--- src/rtl/flag_fifo.sv ---
// flag_fifo
// ---------
// Multi-entry successor to the single-entry flag buffer. Words pushed with
// i_set_flag are held in arrival order, and i_clr_flag pops the oldest one.
// The head word is always presented on o_dout, so the read is first-word
// fall-through.
//
// Parameters
//   W      data width in bits
//   DEPTH  number of entries (power of 2, at least 2)
//
// Ports
//   i_clk       system clock, rising edge
//   i_reset     synchronous active-low reset
//   i_set_flag  push strobe, writes i_din
//   i_clr_flag  pop strobe, removes the oldest word
//   i_din       write data
//   i_clr_ovr   clears the sticky overrun flag
//   o_flag      FIFO not empty
//   o_dout      oldest stored word, 0 when empty
//   o_full      count == DEPTH
//   o_count     number of stored words, 0..DEPTH
//   o_overrun   sticky: a push was dropped because the FIFO was full
module flag_fifo #(
  parameter int W     = 8,
  parameter int DEPTH = 4
) (
  input  logic                       i_clk,
  input  logic                       i_reset,
  input  logic                       i_set_flag,
  input  logic                       i_clr_flag,
  input  logic [W-1:0]               i_din,
  input  logic                       i_clr_ovr,
  output logic                       o_flag,
  output logic [W-1:0]               o_dout,
  output logic                       o_full,
  output logic [$clog2(DEPTH):0]     o_count,
  output logic                       o_overrun
);

  localparam int ADDR_W = $clog2(DEPTH);
  localparam logic [ADDR_W:0] FULL_COUNT = (ADDR_W+1)'(DEPTH);

  logic [W-1:0]      mem [DEPTH];
  logic [ADDR_W-1:0] wr_ptr;
  logic [ADDR_W-1:0] rd_ptr;
  logic [ADDR_W:0]   count;
  logic              overrun;

  logic empty;
  logic full;
  logic do_push;
  logic do_pop;

  assign empty = (count == '0);
  assign full  = (count == FULL_COUNT);

  // A pop on an empty FIFO is ignored. A push into a full FIFO is accepted
  // only when a pop in the same cycle frees the head slot.
  assign do_pop  = i_clr_flag && !empty;
  assign do_push = i_set_flag && (!full || do_pop);

  // Storage is not reset; o_dout is masked while empty, so stale contents
  // never reach the output.
  always_ff @(posedge i_clk) begin
    if (i_reset && do_push) begin
      mem[wr_ptr] <= i_din;
    end
  end

  // Pointers wrap naturally because DEPTH is a power of 2. The count is kept
  // separately so that full and empty are distinguishable when pointers match.
  always_ff @(posedge i_clk) begin
    if (!i_reset) begin
      wr_ptr  <= '0;
      rd_ptr  <= '0;
      count   <= '0;
      overrun <= 1'b0;
    end else begin
      if (do_push) begin
        wr_ptr <= wr_ptr + 1'b1;
      end
      if (do_pop) begin
        rd_ptr <= rd_ptr + 1'b1;
      end
      if (do_push && !do_pop) begin
        count <= count + 1'b1;
      end else if (do_pop && !do_push) begin
        count <= count - 1'b1;
      end
      // A dropped push takes precedence over a clear in the same cycle.
      if (i_set_flag && !do_push) begin
        overrun <= 1'b1;
      end else if (i_clr_ovr) begin
        overrun <= 1'b0;
      end
    end
  end

  assign o_flag    = !empty;
  assign o_full    = full;
  assign o_count   = count;
  assign o_overrun = overrun;
  assign o_dout    = empty ? '0 : mem[rd_ptr];

endmodule

--- config.mk ---
export PLATFORM = sky130hd
export DESIGN_NAME = flag_fifo
export DESIGN_NICKNAME = d
export VERILOG_FILES = /design/src/rtl/flag_fifo.sv
export SDC_FILE = /design/constraint.sdc
export NUM_CORES = 1
export LEC_CHECK = 0
export CELL_PAD_IN_SITES_DETAIL_PLACEMENT = 0
export CELL_PAD_IN_SITES_GLOBAL_PLACEMENT = 2
export CORE_UTILIZATION = 34
export CTS_CLUSTER_DIAMETER = 150
export DETAILED_ROUTE_END_ITERATION = 10
export GPL_TIMING_DRIVEN = 0
export PLACE_DENSITY_LB_ADDON = 0.1
export SYNTH_ARGS = -nofsm -noshare
export SYNTH_HDL_FRONTEND = slang
export SYNTH_SLANG_ARGS = --single-unit
--- constraint.sdc ---
create_clock -name i_clk -period 2.1 [get_ports i_clk]
set_input_delay 0.42 -clock i_clk [delete_from_list [all_inputs] [get_ports i_clk]]
set_output_delay 0.42 -clock i_clk [all_outputs]
set_load 0.02 [all_outputs]
**Word level (Yosys, flattened, before mapping)**

Memories as Yosys holds them, arrays and structs flattened. A register that Yosys moved wholly into a read port is not among the register bits.
Cells that the tools add are included.

- Bits in registers: 8
- RAM bits: 32
- Input bits: 13
- Output and inout port bits: 14
- Logic and storage cells: 33
- Memories: 1

Memory list:

| memory | depth | width | rd ports | clocked after memory_dff | write ports | RTL line | source |
|---|---|---|---|---|---|---|---|
| mem | 4 | 8 | 1 | 1 | 1 | 44 | `logic [W-1:0] mem [DEPTH];` |

- Add/sub/neg operators: 4
- Equal/unequal tests: 1
- Muxes and demuxes: 9
- Reduce and logical (&&, ||, !) cells: 14

Operators with widths:

| cell | count |
|---|---|
| $mux 8 | 1 |
| $logic_and 1x1->1 | 6 |
| $mux 3 | 2 |
| $add 2x1->2 const B | 2 |
| $logic_not 1->1 | 4 |
| $mux 1 | 4 |
| $mux 2 | 2 |
| $reduce_bool 2->1 | 2 |
| $add 3x1->3 const B | 1 |
| $eq 3x3->1 const B | 1 |
| $logic_not 3->1 | 1 |
| $sub 3x1->3 const B | 1 |
| $logic_or 1x1->1 | 1 |

**Depth between registers and ports, before layout**

Gate-level depths: netlist of run 1.

- Depth after elaboration: 9
- Mapped depth: 8

**Worst setup path before layout of run 1**

Ideal clock, no wire load.

- Path type: register -> register
- From: reg count[0] (netlist: o_count[0])
- To: reg count[2] (netlist: o_count[2])
- Library setup time: 76 ps
- Arrival: 2,152 ps
- Slack: -127 ps
- Cell stages (with the launch flop): 9
- Buffers on the path: 0
- Clock period less this slack: 2,227 ps
- Path through: dfxtp_1 > nor3b_4 > a21boi_4 > ha_1 > inv_1 > fa_1 > xor2_1 > or3_1 > a21boi_0

- Elaborated cells between the ends (all ways): 16
- Those cells by class: add/sub: 2; eq/ne: 1; mux: 2; reduce/logical: 11

RTL lines:

| element | RTL line | source |
|---|---|---|
| start, declared | 47 | `logic [ADDR_W:0] count;` |
| start signal, assigned | 87 | `count <= count + 1'b1;` |
| start signal, assigned | 89 | `count <= count - 1'b1;` |
| $eq 3x3->1 * | 56 | `assign full = (count == FULL_COUNT);` |
| via o_full | 36 | `output logic o_full,` |
| $logic_not 1->1 * | 61 | `assign do_push = i_set_flag && (!full \|\| do_pop);` |
| $logic_or 1x1->1 * | 61 |  |
| $logic_and 1x1->1 * | 61 |  |
| $logic_not 1->1 | 88 | `end else if (do_pop && !do_push) begin` |
| $logic_and 1x1->1 | 88 |  |
| $reduce_bool 2->1 (no source line) | -- |  |

Mark *: on every way through the listed nets, which the timed path passes. The rest lies on a longest branch. The select of a mux whose other input is x is not followed.
A chain may end at the register's enable or synchronous reset.

==> results of run 1 <==
final timing paths:
| check | endpoint | slack (ps) | cells past startpoint |
|---|---|---|---|
| worst max-delay path | o_dout[7] | 70 | 5 |
| worst min-delay path | wr_ptr[1]$_SDFFE_PN0N_ | 500 | 2 |
| worst max register to register | o_count[2]$_SDFFE_PN0P_ | 150 | 8 |
| worst min register to register | wr_ptr[1]$_SDFFE_PN0N_ | 500 | 2 |
critical path: cells and delay by family, from the launching register on:
kind / cells / cell delay (ps)
mux: 1 / 480
flops: 1 / 340
simple gates: 1 / 140
buf+inv: 3 / 360
layout make-up:
cell class | instances | area (µm²)
fillers | 455 | 2560
plain buffers | 4 | 36.28
flip-flops and latches | 42 | 1166
inverters | 6 | 22.52
clock buffers | 6 | 72.57
well taps | 67 | 83.83
multi-input cells | 53 | 600.6
repair buffers | 32 | 292.8
clock inverters | 2 | 13.76
sequential cells by signal, summed over array words and instances, names as in the netlist, named ones only:
name       cells
mem           32
o_count        3
rd_ptr         2
wr_ptr         2
o_overrun      1
cell usage in the layout, fill, tap and decap left out, types with 2 or more instances in the layout:
master	instances
a21boi_1	2
and2_1	3
and3_2	3
buf_2	5
buf_4	4
buf_6	6
clkbuf_1	2
clkbuf_8	5
clkdlybuf4s50_1	16
dfxtp_1	6
dfxtp_2	4
dlygate4sd2_1	2
edfxtp_1	32
ha_1	4
inv_1	6
mux2i_1	3
mux4_2	8
nand2_1	5
nor2b_1	7
nor2b_4	3
or3_1	2
xnor2_1	2
power groups by stage:
stage          clock, mW  sequential [mW]  combinational (mW)
2_1_floorplan          0             1.10               0.659
3_3_place_gp           0             1.08                1.09
3_5_place_dp           0             1.09                1.10
4_1_cts            0.522             1.07                1.13
5_1_grt            0.552             1.10                1.35
6_report           0.505             1.09                1.24
logic make-up (layout without fill, tap and decap cells):
group / Yosys count / count (layout) / share of synthesized area, %
DFF: 42 / 42 / 65.91
AOI/OAI and AO/OA: 7 / 7 / 3.693
muxes: 11 / 11 / 11.93
xor gates and xnor gates: 3 / 3 / 1.492
buffers and inverters: 10 / 50 / 2.698
and+or+nand+nor: 26 / 26 / 9.587
adders and majority gates: 6 / 6 / 4.688
through the flow:
stage                     setup TNS (ps)  cell area, µm²
after floorplan                        0            1764
after global placement             -6227            2108
after detailed placement           -6733            2108
after CTS                              0            2216
after global routing              -8.299            2288
final                                  0            2288
what timing repair did:
item / CTS / global route
gates resized for setup: 36 / 24
endpoints found under the setup margin: 11 / 25
hold endpoints to repair: 0 / 0
gates cloned: 0 / 0
setup buffers: 6 / 0
pin swaps: 1 / 0
layer usage:
layer / global-route usage, % / part of all wire, % / routed length [µm] / vias up
li1: - / - / - / 465
met1: 17.41 / 45 / 1421 / 481
met2: 21.72 / 51 / 1607 / 16
met3: 4.607 / 3.6 / 115 / 4
met4: 3.846 / 0.51 / 16 / 0
met5: 0 / 0 / 0 / -
==> flow_metrics.tcl, run 1 <==
set metrics [dict create \
    status "finished clean" \
    synth_cell_types 28 \
    antenna_found_initial 0 \
    tightest_slew_ps 466.9 \
    ant_nets 0 \
    synth_area_per_cell_um2 16.78 \
    r2r-start "o_count[0]$_SDFFE_PN0P_" \
    final_hold_viol_count 0 \
    timing.fmax_mhz 491.8 \
    critPathKind "reg -> out" \
    place_ws_ps -576.7 \
    ir_worst_vdd_uv 395.9 \
    hold_class "reg -> reg" \
    synth_flop_cell "edfxtp_1" \
    synth_area_um2 1762 \
    clk-insertion-delay-late_ps 290 \
    ys_seq_area_share_pct 65.91 \
    rows 25 \
    htree_num_levels 2 \
    async_flop_share_pct 0 \
    setup_slack_ps 66.70 \
    instances_no_fill 212 \
    yosysMostFrequentCell "edfxtp_1" \
    cts-root-buf "clkbuf_8" \
    cts_buffers 5 \
    syn-num-nets 124 \
    p_sw_share_pct 33.53 \
    grt_usage_pct 13.50 \
    setup_viol 0 \
    dieHeight_um 73.98 \
    core_area_um2 4848 \
    whs_ps 497.0 \
    ys_warn_count 0 \
    required_ps 1680 \
    synth_area_leaders "edfxtp_1 55%, dfxtp_1 11%, mux4_2 10%" \
    cpMaxStageDelayCell "mux4_2" \
    cts.clk_slew.worst_paths_ps 80 \
    place.gp.congestion 0.6276 \
    grt_pass1_vias 1027 \
    io_buffers 26 \
    worstPathArrival_ps 1610 \
    drc 0 \
    dp_hpwl_mm 2.090 \
    start_kind "register" \
    post_drt_via_cell_ratio 4.557 \
    drt_iter0_drc 43 \
    synthCells 105 \
    drv_slew 0 \
    layout-drive-gt1-share_pct 33.10 \
    rsz0062_at_grt "yes" \
    num_antenna_cells 0 \
    netlist.area_leader.share_pct 54.55 \
    critical_path_peak_fanout 8 \
    powerDensity_nw_per_um2 1240 \
    yosysTopAreaCell "edfxtp_1" \
    crit_top_cell "buf_6" \
    cts_tree "built" \
    synth_enable_flop_cells 32 \
    seqPwrFrac_pct 38.3 \
    cp-end-kind "output port" \
    chipWidth_um 73.98 \
    clk_path_buf_depth 2 \
    share_comb_of_total_power_pct 43.9 \
    dr.pass1.iters 4 \
    cts_sinks 42 \
    globalRouteOverflowTotal 0 \
    max_slew_margin_pct 68.87 \
    finalCritPeriodShare_pct 96.82 \
    grt_max_degree 14 \
    fin_total_pwr_mw 2.837 \
    p_leak_nw 0.8295 \
    fin_util_pct 47.20 \
    min_period_ps 2033 \
    wl_per_cell_um 14.91 \
    synth_common_cells "32 x edfxtp_1, 10 x dfxtp_1, 9 x nor2b_1" \
    intPower_mw 1.886 \
    vias 966 \
    cpPeakStageDelay_ps 480 \
    ys_seq_elements 42 \
    drv_cap 0 \
    die_area_um2 5473 \
    p_clk_share_pct 17.8 \
    grt_pass1_wl_mm 5.126 \
    finClkSkew_ps 6.497 \
    p_switching_mw 0.9514 \
    io_pins 27 \
    holdBufCountCts 0 \
    dp_cells 198 \
    routed_wl_mm 3.160 \
    start_util_pct 36.34 \
    hp-start "wr_ptr[1]$_SDFFE_PN0N_" \
    fin_nets 163 \
    path_cells "buf_12, buf_6, mux4_2, nor2b_4, buf_6" \
    area_delta_synth_final_pct 29.90 \
]
Power figures use the tool's default switching activity.
==> run 2, diff against run 1 <==
--- a/config.mk
+++ b/config.mk
@@ -12,6 +12,8 @@
 export DETAILED_ROUTE_END_ITERATION = 10
 export GPL_TIMING_DRIVEN = 0
 export PLACE_DENSITY_LB_ADDON = 0.1
+export SETUP_SLACK_MARGIN = 0.05
+export SLEW_MARGIN = 20
 export SYNTH_ARGS = -nofsm -noshare
 export SYNTH_HDL_FRONTEND = slang
 export SYNTH_SLANG_ARGS = --single-unit
==> run 2 against run 1 <==
Combinational power is 6% lower. Clock skew rose by 1.2 ps. Final cell count is 0.94% lower. Non-clock buffer count fell by 2. Via count grew 0.41%. Wire length is 0.19% higher. Critical endpoint is now o_dout[2]. Largest power group unchanged. Highest routed layer unchanged.
==> flow_metrics.tcl, run 2 (same netlist as run 1, synthesis figures left out) <==
set metrics [dict create \
    globalRouteOverflowTotal 0 \
    required_ps 1680 \
    vias 970 \
    fin_total_pwr_mw 2.739 \
    cts_tree "built" \
    cts-root-buf "clkbuf_8" \
    whs_ps 505.3 \
    setup_viol 0 \
    die_area_um2 5473 \
    grt_pass1_vias 1025 \
    intPower_mw 1.823 \
    status "finished clean" \
    grt_pass1_wl_mm 5.071 \
    area_delta_synth_final_pct 27.98 \
    finClkSkew_ps 7.719 \
    cp-end-kind "output port" \
    critPathKind "reg -> out" \
    p_clk_share_pct 17.6 \
    hold_depth 2 \
    drt_iter0_drc 73 \
    start_kind "register" \
    seqPwrFrac_pct 40.1 \
    r2r-end "o_count[2]$_SDFFE_PN0P_" \
    ir_worst_vdd_uv 504.9 \
    clk_path_buf_depth 2 \
    placed_area_um2 2112 \
    io_buffers 26 \
    dp_cells 198 \
    final_hold_viol_count 0 \
    min_period_ps 1989 \
    cts_sinks 42 \
    drc 0 \
    max_slew_margin_pct 69.15 \
    reg2regPathDepth 7 \
    setup_tns_ps 0 \
    ant_nets 0 \
    worstPathArrival_ps 1570 \
    clk-insertion-delay-late_ps 290 \
    rrSetupSlack_ps 140 \
    routed_wl_mm 3.166 \
    instances_no_fill 210 \
    hold_class "reg -> reg" \
    fin_area_um2 2255 \
    dieHeight_um 73.98 \
    p_leak_nw 0.8354 \
    start_util_pct 36.34 \
    fin_nets 161 \
    r2r-start "o_count[2]$_SDFFE_PN0P_" \
    final_cell_mix "32 x edfxtp_1, 14 x clkdlybuf4s50_1, 8 x mux4_2" \
    drv_slew 0 \
    io_pins 27 \
    rows 25 \
    antenna_found_initial 0 \
    critical_path_peak_fanout 8 \
    cts_buffers 5 \
    top_register "mem" \
    p_switching_mw 0.9164 \
    finalCritPeriodShare_pct 94.69 \
    powerDensity_nw_per_um2 1215 \
    p_sw_share_pct 33.46 \
    largest_reg_flops 32 \
    wl_per_cell_um 15.08 \
    core_area_um2 4848 \
    layout-drive-gt1-share_pct 30.77 \
    drv_cap 0 \
    post_drt_via_cell_ratio 4.619 \
    dr.pass1.iters 4 \
    tightest_slew_ps 462.7 \
    num_antenna_cells 0 \
    grt_usage_pct 13.62 \
    place_ws_ps -582.7 \
    timing.fmax_mhz 502.9 \
    hold_path_end "wr_ptr[1]$_SDFFE_PN0N_" \
    hp-start "wr_ptr[1]$_SDFFE_PN0N_" \
    grt_max_degree 13 \
    place.gp.congestion 0.6200 \
    share_comb_of_total_power_pct 42.3 \
    setup_slack_ps 111.5 \
    htree_num_levels 2 \
    chipWidth_um 73.98 \
    cts.clk_slew.worst_paths_ps 80 \
    fin_util_pct 46.50 \
    rsz0062_at_grt "no" \
    final_common_cell "edfxtp_1" \
]
-- run 2: timing repair --
action,in CTS,in global routing
hold buffers,0,0
resized for setup,41,16
hold endpoints to repair,0,0
setup buffers,4,0
pin swaps,1,1
setup endpoints to repair,10,29
-- run 2: critical path, stage by stage (launching register included) --
cell,delay [ps]
dfxtp_2,350
buf_12,140
mux4_2,500
nor2b_4,140
buf_4,150
-- run 2: layout make-up --
class	instances	area, µm²
Fill cell	460	2594
Sequential cell	42	1174
Multi-Input combinational cell	53	598.1
Timing Repair Buffer	30	259.0
Tap cell	67	83.83
Clock buffer	6	72.57
Buffer	4	36.28
Inverter	6	22.52
Clock inverter	2	8.758
-- run 2: power groups by stage --
stage	sequential, mW	clock [mW]	combinational, mW
2_1_floorplan	1.11	0	0.660
3_3_place_gp	1.09	0	1.09
3_5_place_dp	1.09	0	1.11
4_1_cts	1.08	0.503	1.11
5_1_grt	1.11	0.533	1.26
6_report	1.10	0.482	1.16
-- run 2: worst max path at each step --
stage                                        from                 endpoint  slack, ps
after floorplan           o_count[1]$_SDFFE_PN0P_  o_count[2]$_SDFFE_PN0P_         60
after global placement                 i_clr_flag  o_count[2]$_SDFFE_PN0P_       -540
after detailed placement               i_clr_flag  o_count[2]$_SDFFE_PN0P_       -580
after CTS                 o_count[2]$_SDFFE_PN0P_                   o_full         40
after global routing      o_count[2]$_SDFFE_PN0P_  o_count[2]$_SDFFE_PN0P_         30
final                                    register                o_dout[2]        110
-- run 2: layer usage --
| metal | up-vias | part of all wire [%] | global-route usage, % |
|---|---|---|---|
| met5 | - | 0 | 0 |
| met4 | 0 | 0.69 | 4.487 |
| met3 | 2 | 4.8 | 5.420 |
| met2 | 17 | 50 | 21.01 |
| met1 | 489 | 44 | 17.62 |
| li1 | 462 | - | - |
==> run 3, diff against run 2 <==
--- a/config.mk
+++ b/config.mk
@@ -5,9 +5,10 @@
 export SDC_FILE = /design/constraint.sdc
 export NUM_CORES = 1
 export LEC_CHECK = 0
+export ABC_AREA = 1
 export CELL_PAD_IN_SITES_DETAIL_PLACEMENT = 0
 export CELL_PAD_IN_SITES_GLOBAL_PLACEMENT = 2
-export CORE_UTILIZATION = 34
+export CORE_UTILIZATION = 31
 export CTS_CLUSTER_DIAMETER = 150
 export DETAILED_ROUTE_END_ITERATION = 10
 export GPL_TIMING_DRIVEN = 0
==> run 3 against run 2 <==
Register-to-register slack better by 150 ps. Via count up 29%. Die area up 15%. Global-route usage down 0.23 points. Clock power up 26%. Sequential power down 5%. Flip-flop and latch count unchanged. Total power down 0.54%. Combinational power down 8%. Largest cell class unchanged. Highest routed layer unchanged.
==> flow_metrics.tcl, run 3 <==
set metrics [dict create \
    status "finished clean" \
    synth_area_um2 1859 \
    p_leak_nw 0.8629 \
    dieHeight_um 79.45 \
    async_flop_share_pct 0 \
    cts_tree "built" \
    multiInputGateArea_um2 578.1 \
    io_pins 27 \
    yosys.area_share.adder_pct 4.441 \
    synth-xor-area-share_pct 0.4711 \
    placed_area_um2 2210 \
    synthMuxAreaShare_pct 0 \
    finalCritPeriodShare_pct 94.05 \
    ir_worst_vdd_uv 556.6 \
    synth_flop_cell "edfxtp_1" \
    max_slew_margin_pct 62.21 \
    required_ps 1680 \
    cts_sinks 42 \
    place.gp.congestion 0.6949 \
    wl_per_cell_um 13.77 \
    holdBufCountCts 0 \
    largest_reg_flops 32 \
    rrSetupSlack_ps 290 \
    vias 1250 \
    start_util_pct 32.96 \
    synth_enable_flop_cells 32 \
    routed_wl_mm 3.828 \
    syn-num-nets 191 \
    yosysTopAreaCell "edfxtp_1" \
    synth_common_cells "32 x edfxtp_1, 27 x nor2_1, 16 x nor2_2" \
    netlist.area_leader.share_pct 51.68 \
    grt_pass1_wl_mm 6.141 \
    seq_area_um2 1170 \
    timing.fmax_mhz 506.3 \
    num_antenna_cells 0 \
    fin_total_pwr_mw 2.724 \
    cts-root-buf "clkbuf_8" \
    die_area_um2 6312 \
    synth_area_per_cell_um2 10.81 \
    cts_buffers 5 \
    critical_path_peak_fanout 10 \
    grt_pass1_vias 1231 \
    fin_nets 225 \
    post_drt_via_cell_ratio 4.496 \
    critPathKind "reg -> out" \
    cts.clk_slew.worst_paths_ps 80 \
    grt_usage_pct 13.39 \
    clk-insertion-delay-late_ps 290 \
    ys_seq_area_share_pct 62.45 \
    setup_viol 0 \
    setup_tns_ps 0 \
    grt_max_degree 13 \
    antenna_found_initial 0 \
    synth_top_family_by_area "simple AND/OR/NAND/NOR gates" \
    tightest_slew_ps 566.3 \
    ant_nets 0 \
    fillCellCount 558 \
    final_cell_mix "32 x edfxtp_1, 27 x nor2_1, 16 x nor2_2, 16 x clkdlybuf4s50_1, 14 x a21oi_1" \
    synth_area_leaders "edfxtp_1 52%, dfxtp_1 11%, nor2_1 5.5%" \
    drv_slew 0 \
    clk_path_buf_depth 2 \
    start_kind "register" \
    rows 27 \
    dr.pass1.iters 6 \
    globalRouteOverflowTotal 0 \
    fin_area_um2 2306 \
    final_hold_viol_count 0 \
    powerDensity_nw_per_um2 1181 \
    finClkSkew_ps 6.660 \
    drt_iter0_drc 57 \
    ys_warn_count 0 \
    hold_class "reg -> reg" \
    final_common_cell "edfxtp_1" \
    synth_compound_area_share_pct 8.345 \
    synthCells 172 \
    area_delta_synth_final_pct 24.02 \
    io_buffers 26 \
    worstPathArrival_ps 1560 \
    layout-drive-gt1-share_pct 23.79 \
    rsz0062_at_grt "yes" \
    top_register "mem" \
    core_area_um2 5642 \
    synth_cell_types 22 \
    htree_num_levels 2 \
    min_period_ps 1975 \
    dp_hpwl_mm 2.608 \
    yosys.area_share.simple_pct 17.56 \
    drv_cap 0 \
    yosysMostFrequentCell "edfxtp_1" \
    ys_seq_elements 42 \
    chipWidth_um 79.45 \
    cp-end-kind "output port" \
    fin_util_pct 40.87 \
    drc 0 \
]
## run 3: changes by cell type after synthesis, moves of 6 or more
cell / previous run / this run
a21oi_1: 0 / 14
inv_1: 6 / 14
nor2_1: 0 / 27
o21ai_1: 1 / 10
nand2_1: 5 / 13
inv_2: 0 / 6
nor2_2: 0 / 16
nor2b_1: 9 / 0
mux4_2: 8 / 0
o21ai_0: 1 / 7
## run 3: stage by stage
stage | cells | hold WS [ps] | setup slack [ps]
after floorplan | 172 | 466.0 | 279.9
after global placement | 270 | 458.4 | -239.4
after detailed placement | 270 | 462.2 | -278.8
after CTS | 277 | 479.4 | 61.11
after global routing | 278 | 504.6 | 2.518
final | 278 | 479.4 | 124.9
## run 3: area by class of cell
class | count | share of cell area [%]
plain buffers | 4 | 2.170
flip-flops and latches | 42 | 50.73
well taps | 72 | 3.907
repair buffers | 27 | 10.26
multi-input cells | 106 | 25.07
clock inverters | 2 | 1.465
clock buffers | 5 | 2.984
inverters | 20 | 3.418
## run 3: critical path, stage by stage, from the launching register on
cell             delay (ps)
dfxtp_1                 310
buf_6                   140
inv_2                   120
buf_6                   170
o21ai_1                  80
a21oi_1                 120
clkdlybuf4s15_1         320
## run 3: metal layers
| metal | global-route usage (%) | part of all wire [%] | vias to the layer above |
|---|---|---|---|
| met5 | 0 | 0 | - |
| met4 | 4.364 | 0.44 | 0 |
| met3 | 2.857 | 3.7 | 2 |
| met2 | 24.27 | 52 | 24 |
| met1 | 15.50 | 43 | 586 |
| li1 | - | - | 638 |
## run 3: what timing repair did
action / CTS / global route
resized for setup: 11 / 23
setup buffers: 0 / 1
endpoints found under the setup margin: 9 / 9
pin swaps: 0 / 0
## run 3: path summary, 6_finish.rpt
path	startpoint	to	depth (start not counted)
max reg2reg	o_count[1]$_SDFFE_PN0P_	o_count[1]$_SDFFE_PN0P_	9
min	o_overrun$_SDFFE_PN0P_	o_overrun$_SDFFE_PN0P_	2
min reg2reg	o_overrun$_SDFFE_PN0P_	o_overrun$_SDFFE_PN0P_	2
max	register	o_dout[7]	6
## run 3: where the power goes
part	internal [mW]	switching, mW
clock	0.344	0.262
sequential	0.983	0.0685
combinational	0.418	0.649
## run 3: cells by family after synthesis
kind of cell	count (synthesis)
simple gates	68
flops	42
compound gates	31
buf+inv	24
fa+ha+maj	6
xor+xnor	1
